==> src/rtl/kyber_pkg.sv <==
// kyber_pkg: shared Kyber constants and butterfly mode encoding
package kyber_pkg;
  localparam int KYBER_Q = 3329;
  localparam int KYBER_DW = 12;
  typedef enum logic [1:0] {
    BF_MODE_CT     = 2'd0,
    BF_MODE_GS     = 2'd1,
    BF_MODE_ADDSUB = 2'd2,
    BF_MODE_SCALE  = 2'd3
  } bf_mode_t;
endpackage

==> src/rtl/mod_mul_q.sv <==
// mod_mul_q: pipelined modular multiplier, p = x*y mod Q after MUL_LAT enabled edges
module mod_mul_q #(
  parameter int DW = 12,
  parameter int Q = 3329,
  parameter int MUL_LAT = 2
) (
  input  logic          clk,
  input  logic          rst_n,
  input  logic          en,
  input  logic [DW-1:0] x,
  input  logic [DW-1:0] y,
  output logic [DW-1:0] p
);
  localparam logic [2*DW-1:0] QW = (2*DW)'(Q);
  logic [2*DW-1:0] prod;
  // full-width product; reduction happens in the last register stage
  always_comb prod = (2*DW)'(x) * (2*DW)'(y);
  generate
    if (MUL_LAT == 1) begin : g_one
      // single stage: multiply and reduce into the only register
      always_ff @(posedge clk or negedge rst_n)
        if (!rst_n) p <= '0;
        else if (en) p <= DW'(prod % QW);
    end else begin : g_pipe
      logic [2*DW-1:0] pr [MUL_LAT-1];
      // raw product pipeline followed by a reducing output stage
      always_ff @(posedge clk or negedge rst_n)
        if (!rst_n) begin
          for (int k = 0; k < MUL_LAT-1; k++) pr[k] <= '0;
          p <= '0;
        end else if (en) begin
          pr[0] <= prod;
          for (int k = 1; k < MUL_LAT-1; k++) pr[k] <= pr[k-1];
          p <= DW'(pr[MUL_LAT-2] % QW);
        end
    end
  endgenerate
endmodule

==> src/rtl/bf_array_pipe.sv <==
// bf_array_pipe: N_BU-lane pipelined mod-Q butterfly array with per-beat mode and stall handshake
module bf_array_pipe import kyber_pkg::*; #(
  parameter int N_BU = 4,
  parameter int DW = KYBER_DW,
  parameter int Q = KYBER_Q,
  parameter int MUL_LAT = 2,
  parameter int TAG_W = 4
) (
  input  logic                 clk,
  input  logic                 rst_n,
  input  logic                 in_valid,
  output logic                 in_ready,
  input  logic [1:0]           in_mode,
  input  logic [TAG_W-1:0]     in_tag,
  input  logic [N_BU*DW-1:0]   in_a,
  input  logic [N_BU*DW-1:0]   in_b,
  input  logic [N_BU*DW-1:0]   in_w,
  output logic                 out_valid,
  input  logic                 out_ready,
  output logic [N_BU*DW-1:0]   out_x,
  output logic [N_BU*DW-1:0]   out_y,
  output logic [TAG_W-1:0]     out_tag,
  output logic                 busy
);
  localparam logic [DW:0] QE = (DW+1)'(Q);

  function automatic logic [DW-1:0] madd(input logic [DW-1:0] a, input logic [DW-1:0] b);
    logic [DW:0] s;
    s = {1'b0, a} + {1'b0, b};
    return (s >= QE) ? DW'(s - QE) : DW'(s);
  endfunction

  function automatic logic [DW-1:0] msub(input logic [DW-1:0] a, input logic [DW-1:0] b);
    logic [DW:0] d;
    d = {1'b0, a} + QE - {1'b0, b};
    return (d >= QE) ? DW'(d - QE) : DW'(d);
  endfunction

  logic                en;
  bf_mode_t            mode_in;
  logic [MUL_LAT-1:0]  vq;
  bf_mode_t            mq [MUL_LAT];
  logic [TAG_W-1:0]    tq [MUL_LAT];

  // global stall: the whole pipe advances only when the output slot can move
  always_comb begin
    mode_in = bf_mode_t'(in_mode);
    en = !out_valid || out_ready;
    in_ready = en;
    busy = |vq || out_valid;
  end

  // valid/mode/tag sideband, one entry per multiplier stage plus the output register
  always_ff @(posedge clk or negedge rst_n)
    if (!rst_n) begin
      vq <= '0;
      for (int k = 0; k < MUL_LAT; k++) begin
        mq[k] <= BF_MODE_CT;
        tq[k] <= '0;
      end
      out_valid <= 1'b0;
      out_tag <= '0;
    end else if (en) begin
      vq[0] <= in_valid;
      mq[0] <= mode_in;
      tq[0] <= in_tag;
      for (int k = 1; k < MUL_LAT; k++) begin
        vq[k] <= vq[k-1];
        mq[k] <= mq[k-1];
        tq[k] <= tq[k-1];
      end
      out_valid <= vq[MUL_LAT-1];
      out_tag <= tq[MUL_LAT-1];
    end

  for (genvar i = 0; i < N_BU; i++) begin : g_lane
    logic [DW-1:0] a, b, w, mx, my, c0, p, ox, oy;
    logic          sumd, ct;
    logic [DW-1:0] cq [MUL_LAT];

    // pre stage: GS/ADDSUB multiply the difference and carry the sum, CT/SCALE multiply b and carry a
    always_comb begin
      a = in_a[i*DW +: DW];
      b = in_b[i*DW +: DW];
      w = in_w[i*DW +: DW];
      sumd = (mode_in == BF_MODE_GS) || (mode_in == BF_MODE_ADDSUB);
      mx = sumd ? msub(a, b) : b;
      my = (mode_in == BF_MODE_ADDSUB) ? DW'(1) : w;
      c0 = sumd ? madd(a, b) : a;
      ct = mq[MUL_LAT-1] == BF_MODE_CT;
    end

    mod_mul_q #(.DW(DW), .Q(Q), .MUL_LAT(MUL_LAT)) u_mul (
      .clk(clk), .rst_n(rst_n), .en(en), .x(mx), .y(my), .p(p)
    );

    // carried operand delay line aligned to the product, then the post add/sub output register
    always_ff @(posedge clk or negedge rst_n)
      if (!rst_n) begin
        for (int k = 0; k < MUL_LAT; k++) cq[k] <= '0;
        ox <= '0;
        oy <= '0;
      end else if (en) begin
        cq[0] <= c0;
        for (int k = 1; k < MUL_LAT; k++) cq[k] <= cq[k-1];
        ox <= ct ? madd(cq[MUL_LAT-1], p) : cq[MUL_LAT-1];
        oy <= ct ? msub(cq[MUL_LAT-1], p) : p;
      end

    assign out_x[i*DW +: DW] = ox;
    assign out_y[i*DW +: DW] = oy;
  end
endmodule

==> config.mk <==
export PLATFORM = sky130hd
export DESIGN_NAME = bf_array_pipe
export DESIGN_NICKNAME = d
export VERILOG_FILES = /design/src/rtl/kyber_pkg.sv /design/src/rtl/mod_mul_q.sv /design/src/rtl/bf_array_pipe.sv
export SDC_FILE = /design/constraint.sdc
export NUM_CORES = 2
export LEC_CHECK = 0
export CAP_MARGIN = 20
export CORE_ASPECT_RATIO = 0.6
export CORE_MARGIN = 8
export CORE_UTILIZATION = 61
export CTS_CLUSTER_SIZE = 25
export DETAILED_ROUTE_END_ITERATION = 16
export PLACE_DENSITY = 0.77
export SKIP_CTS_REPAIR_TIMING = 1
export SLEW_MARGIN = 20
export SYNTH_ARGS = -nofsm -noshare
export SYNTH_HDL_FRONTEND = slang
export SYNTH_SLANG_ARGS = --single-unit
==> constraint.sdc <==
create_clock -name clk -period 18.03 [get_ports clk]
set_input_delay 3.606 -clock clk [delete_from_list [all_inputs] [get_ports clk]]
set_output_delay 3.606 -clock clk [all_outputs]
set_load 0.1 [all_outputs]
Word-level counts from Yosys, hierarchy flattened

Cells that the tools add are included.

Bits of input ports: 154
Word-level logic and storage cells: 139
Flip-flop bits (word level): 355
Output and inout bits: 103

Equality and inequality tests: 2
Divide/modulo/power cells: 4
$lt $le $gt $ge: 16
Mux-type cells: 36
Multiply operators: 4
Reductions and logical operators: 6
Add/sub/neg operators: 40

Operators by type and width:

| cell                     | count |
|---|---|
| $mux W12                 | 36 |
| $ge A13 B12 Y1 const B   | 16 |
| $sub A12 B12 Y12 const B | 16 |
| $add A12 B12 Y13         | 8 |
| $add A12 B12 Y13 const B | 8 |
| $sub A13 B12 Y13         | 8 |
| $mod A24 B12 Y24 const B | 4 |
| $mul A12 B12 Y24         | 4 |
| $logic_or A1 B1 Y1       | 3 |
| $eq A2 B1 Y1 const B     | 1 |
| $eq A2 B2 Y1 const B     | 1 |
| $logic_not A2 Y1         | 1 |
| $reduce_or A2 Y1         | 1 |
| $logic_not A1 Y1         | 1 |

Depth between registers and ports, before layout

Word-level depth: 6
Depth in mapped cells: 60
Mapped depth without buffers: 56

Hierarchy

A second synthesis with hierarchy kept.

Cell total of the unflattened synthesis: 9,314
Area, all modules: 72,863.6 µm²

By module, submodules not included:

| module                           | times used | cells an instance | area an instance (µm²) | seq. area each (µm²) |
|---|---|---|---|---|
| bf_array_pipe                    | 1          | 3,134             | 24,532.3               | 5,280.1 |
| mod_mul_q at g_lane[0].u_mul ... | 2          | 1,539             | 12,150.4               | 900.9 |
| mod_mul_q at g_lane[1].u_mul     | 1          | 1,618             | 12,449.4               | 900.9 |
| mod_mul_q at g_lane[3].u_mul     | 1          | 1,484             | 11,581.1               | 900.9 |

Least setup slack after synthesis

No wires, ideal clock.

Path type: register -> register
Start: register g_lane[0].u_mul.g_pipe.pr[15] (netlist bit)
End: register g_lane[0].u_mul.p[1]
Data arrival time: 13.183 ns
Period minus slack after synthesis: 13.260 ns
Data required time: 17.953 ns
Slack: 4.770 ns
Cell stages (with the launch flop): 53
Setup time: 0.077 ns
Path buffers: 5
Cells stage by stage: dfrtp_1 buf_2 or4_1 buf_4 o21ai_4 o211ai_2 o31ai_4 a21oi_4 o41ai_4 xor2_1 buf_2 nor4_1 or3_1 buf_4 o211ai_2 a311oi_1 nor2_1 or4b_1 [17 not listed] o21ai_2 nand2_1 xor2_1 inv_1 ha_1 or3_1 nor4_4 o211ai_1 o21ai_2 xnor2_1 ha_1 inv_1 nor3_1 a41oi_1 o211a_1 nor2_1 mux2_1 a21oi_1

Longest elaborated chain between the ends: 1

RTL lines:

| element                | RTL line        | text |
|---|---|---|
| start: declaration     | mod_mul_q.sv:25 | `logic [2*DW-1:0] pr [MUL_LAT-1];` |
| $mod A24 B12 Y24       | mod_mul_q.sv:34 | `p <= DW'(pr[MUL_LAT-2] % QW);` |
| end signal: assignment | mod_mul_q.sv:34 |  |
| end: declaration       | mod_mul_q.sv:12 | `output logic [DW-1:0] p` |

Every way passes these cells.
A chain may end at the register's enable or synchronous reset.

Final worst setup path

Start: register g_lane[3].u_mul.g_pipe.pr[21] (netlist bit)
End: register g_lane[3].u_mul.p[3]

Longest elaborated chain between the ends: 1

RTL lines:

| element                | RTL line |
|---|---|
| start: declaration     | mod_mul_q.sv:25 |
| $mod A24 B12 Y24       | mod_mul_q.sv:34 |
| end signal: assignment | mod_mul_q.sv:34 |
| end: declaration       | mod_mul_q.sv:12 |

Every way passes these cells.

==> metrics.txt <==
count of endpoints failing hold in the final timing report 0; post-DP HPWL 176000 µm; site row count 96; capturing instance or port of the critical path g_lane[3].u_mul.p[3]$_DFFE_PN0P_; cell type with the highest aggregate area in the netlist dfrtp_1; Syn Nets 10400; portion of the clock cycle consumed by the worst path in the final layout 94.6%; total track usage 33.0%; overall via count from detail_route 68700; Max FO, Critical Path 19; Core ar. 114000 µm²; top cells by area in the synthesized netlist dfrtp_1, fa_1, ha_1; number of sinks on the clock net 355; Worst EP required 18480 ps; worst hold slack across all endpoints 460 ps; number of nets in the layout 10400; leading cell type by number of instances after synthesis nand2_1; endpoint class of the critical path flop; Max Root-Sink Buffers 3; setup slack of the critical path after layout 974 ps; commonest cells in the netlist nand2_1, nor2_1, inv_1; layout cell share with drive strength beyond 1 6.24%; final setup skew 46.4 ps; cell count after synthesis 9249; number of synthesized flops with an enable pin 0; total congestion overflow 0; final total negative setup slack 0 ps; actual transition at the worst max-transition pin 1170 ps; launching element of the worst setup path g_lane[3].u_mul.g_pipe.pr[21]$_DFFE_PN0P_; Initial Util 61.4%; Yosys warnings 0; height of the die 278 µm; cell at the root of the clock tree clkbuf_16; Post-Place Worst Slack 1490 ps; top-level I/O count 257; post-synth top area share 12.7%; clock transition at the registers of the reported paths 70 ps; maximum number of pins on one net before global-route repair 158; number of H-tree levels 2; syn_area_per_cell 7.57 µm²; Hold/Removal Path Class reg2reg; flip-flop cell with the highest count after synthesis dfrtp_1; clock tree from TritonCTS built; Critical Path Max Stage Delay 760 ps; area grow syn2layout 6.42%; sequential cell area fraction in the yosys report 12.7%; wire length of the first global-routing pass 348000 µm; Setup Viol. Count Final 0; RSZ-0062 raised after global routing false; critical path arrival 17510 ps; total CTS buffers 41; Worst Path Class, Setup reg2reg; final standard cell count with taps included and fillers excluded 10800; max-slew violation count 0; synthesized area 70000 µm²; sort of element at the start of the critical path flop; post-synthesis async set-or-reset flop share 100%; final weighted congestion of routability-driven global placement 1.02; ratio of routed vias to standard cells 6.37; DRT antenna net count 0; number of placed cells counting well taps 10700; reg2reg start g_lane[3].u_mul.g_pipe.pr[21]$_DFFE_PN0P_; register bit total from synthesis 355; remaining routing DRC violations 0; via count of the first global-routing pass 63500; slowest cell on the critical path or4b_1; Final Critical Period 17060 ps; total die area 126000 µm²; die extent in x 453 µm; total routed wirelength 218000 µm; status finished clean; initial antenna violation count 18; worst-case register-to-register setup slack 970 ps; number of violations reported at the end of detailed-routing iteration 0 6827; r2r endpoint g_lane[3].u_mul.p[3]$_DFFE_PN0P_; routed wirelength normalized by instance count 20.2 µm; worst reg-to-reg path cell count 46; remaining max-slew budget at the tightest pin 21.6%; synth unique cells 179; number of buffer cells added on primary ports 256; max-cap violation count 0; clock latency on the worst-skew pair 650 ps; Initial DRT Pass Iterations 6; achievable frequency 0.0586 GHz
==> worst min-delay path by stage <==
stage	startpoint	endpoint	cells after the start	slack [ps]
6_report	g_lane[3].cq[21]$_DFFE_PN0P_	g_lane[3].cq[9]$_DFFE_PN0P_	2	460
5_1_grt	tq[2]$_DFFE_PN0P_	tq[2]$_DFFE_PN0P_	2	480
4_1_cts	g_lane[3].cq[21]$_DFFE_PN0P_	g_lane[3].cq[9]$_DFFE_PN0P_	2	460
3_5_place_dp	tq[6]$_DFFE_PN0P_	tq[6]$_DFFE_PN0P_	2	460
3_3_place_gp	tq[4]$_DFFE_PN0P_	tq[4]$_DFFE_PN0P_	2	450
2_1_floorplan	mq[3]$_DFFE_PN0P_	mq[3]$_DFFE_PN0P_	2	440
==> placed cells by master, fill, tap and decap left out, types with 31 or more instances in the layout <==
master           instances
a21o_1                  73
clkdlybuf4s50_1        254
nor2b_1                 83
and3_1                  72
nor4_1                  85
o21bai_1               107
o22ai_1                 46
nor3_1                 199
ha_1                   576
buf_4                   65
nand3_1                158
o21a_1                  52
dfrtp_1                355
o31ai_1                 75
o21ai_0                376
mux2i_1                 70
a31oi_1                 85
o21ai_1                 81
nand4_1                 69
clkbuf_16               41
or2_2                   46
a211oi_1                83
xor2_1                 165
nor2_1                 980
a21oi_1                684
and2_1                 199
mux2_2                  31
or3_1                   77
nand2b_1                98
nand2_1               1202
o211ai_1                77
inv_1                  826
fa_1                   416
xnor2_1                449
==> metrics by stage <==
stage | utilization [%] | area [µm²]
6_report | 65.3 | 74500
5_1_grt | 65.3 | 74500
4_1_cts | 65.3 | 74500
3_5_place_dp | 64.0 | 73000
3_3_place_gp | 64.0 | 73000
2_1_floorplan | - | 70000
==> cell type report <==
cell class,count,area (µm²)
sequential,355,8880
inverter,829,3120
tap,1519,1900
fill,9886,39600
clock inverter,22,300
multi-input combinational,7664,56100
clock buffer,53,1150
timing repair buffer,322,3070
antenna,15,37.5
==> routing by layer <==
metal | track usage (%) | vias to the layer above | part of all wire, %
met5 | 0 | - | 0.016
met4 | 7.29 | 6 | 2.5
met3 | 6.07 | 298 | 10
met2 | 48.2 | 3293 | 41
met1 | 50.4 | 32900 | 46
li1 | - | 32200 | -
==> state kept, by name, summed over array words and instances (netlist names) <==
register                cells
g_lane.cq                  96
g_lane.ox                  48
g_lane.oy                  48
g_lane.u_mul.g_pipe.pr     96
g_lane.u_mul.p             48
mq                          4
out_tag                     4
out_valid                   1
tq                          8
vq                          2
==> worst max-delay path: cells and delay by family, from the launching register on <==
| kind | cells | cell delay [ps] |
|---|---|---|
| AO/OA/AOI/OAI | 22 | 7670 |
| multiplexers | 2 | 1140 |
| XOR/XNOR | 3 | 620 |
| adder cells (fa/ha/maj) | 2 | 570 |
| flip-flops | 1 | 740 |
| AND/OR/NAND/NOR | 17 | 6140 |
==> cell families (layout without fill, tap and decap cells) <==
| logic type | Yosys count | in the layout | synth area share, % |
|---|---|---|---|
| and+or+nand+nor | 3528 | 3528 | 24.0 |
| AOI/OAI and AO/OA | 2399 | 2399 | 24.0 |
| buffers and inverters | 1230 | 1226 | 7.35 |
| adders and majority gates | 1002 | 1002 | 22.3 |
| xor gates and xnor gates | 624 | 624 | 7.93 |
| DFF | 355 | 355 | 12.7 |
| muxes | 111 | 111 | 1.68 |
| other | 0 | 15 | 0 |
Power is not shown: default switching activity piles up to over one toggle a cycle in this logic, so the estimate is an artifact.
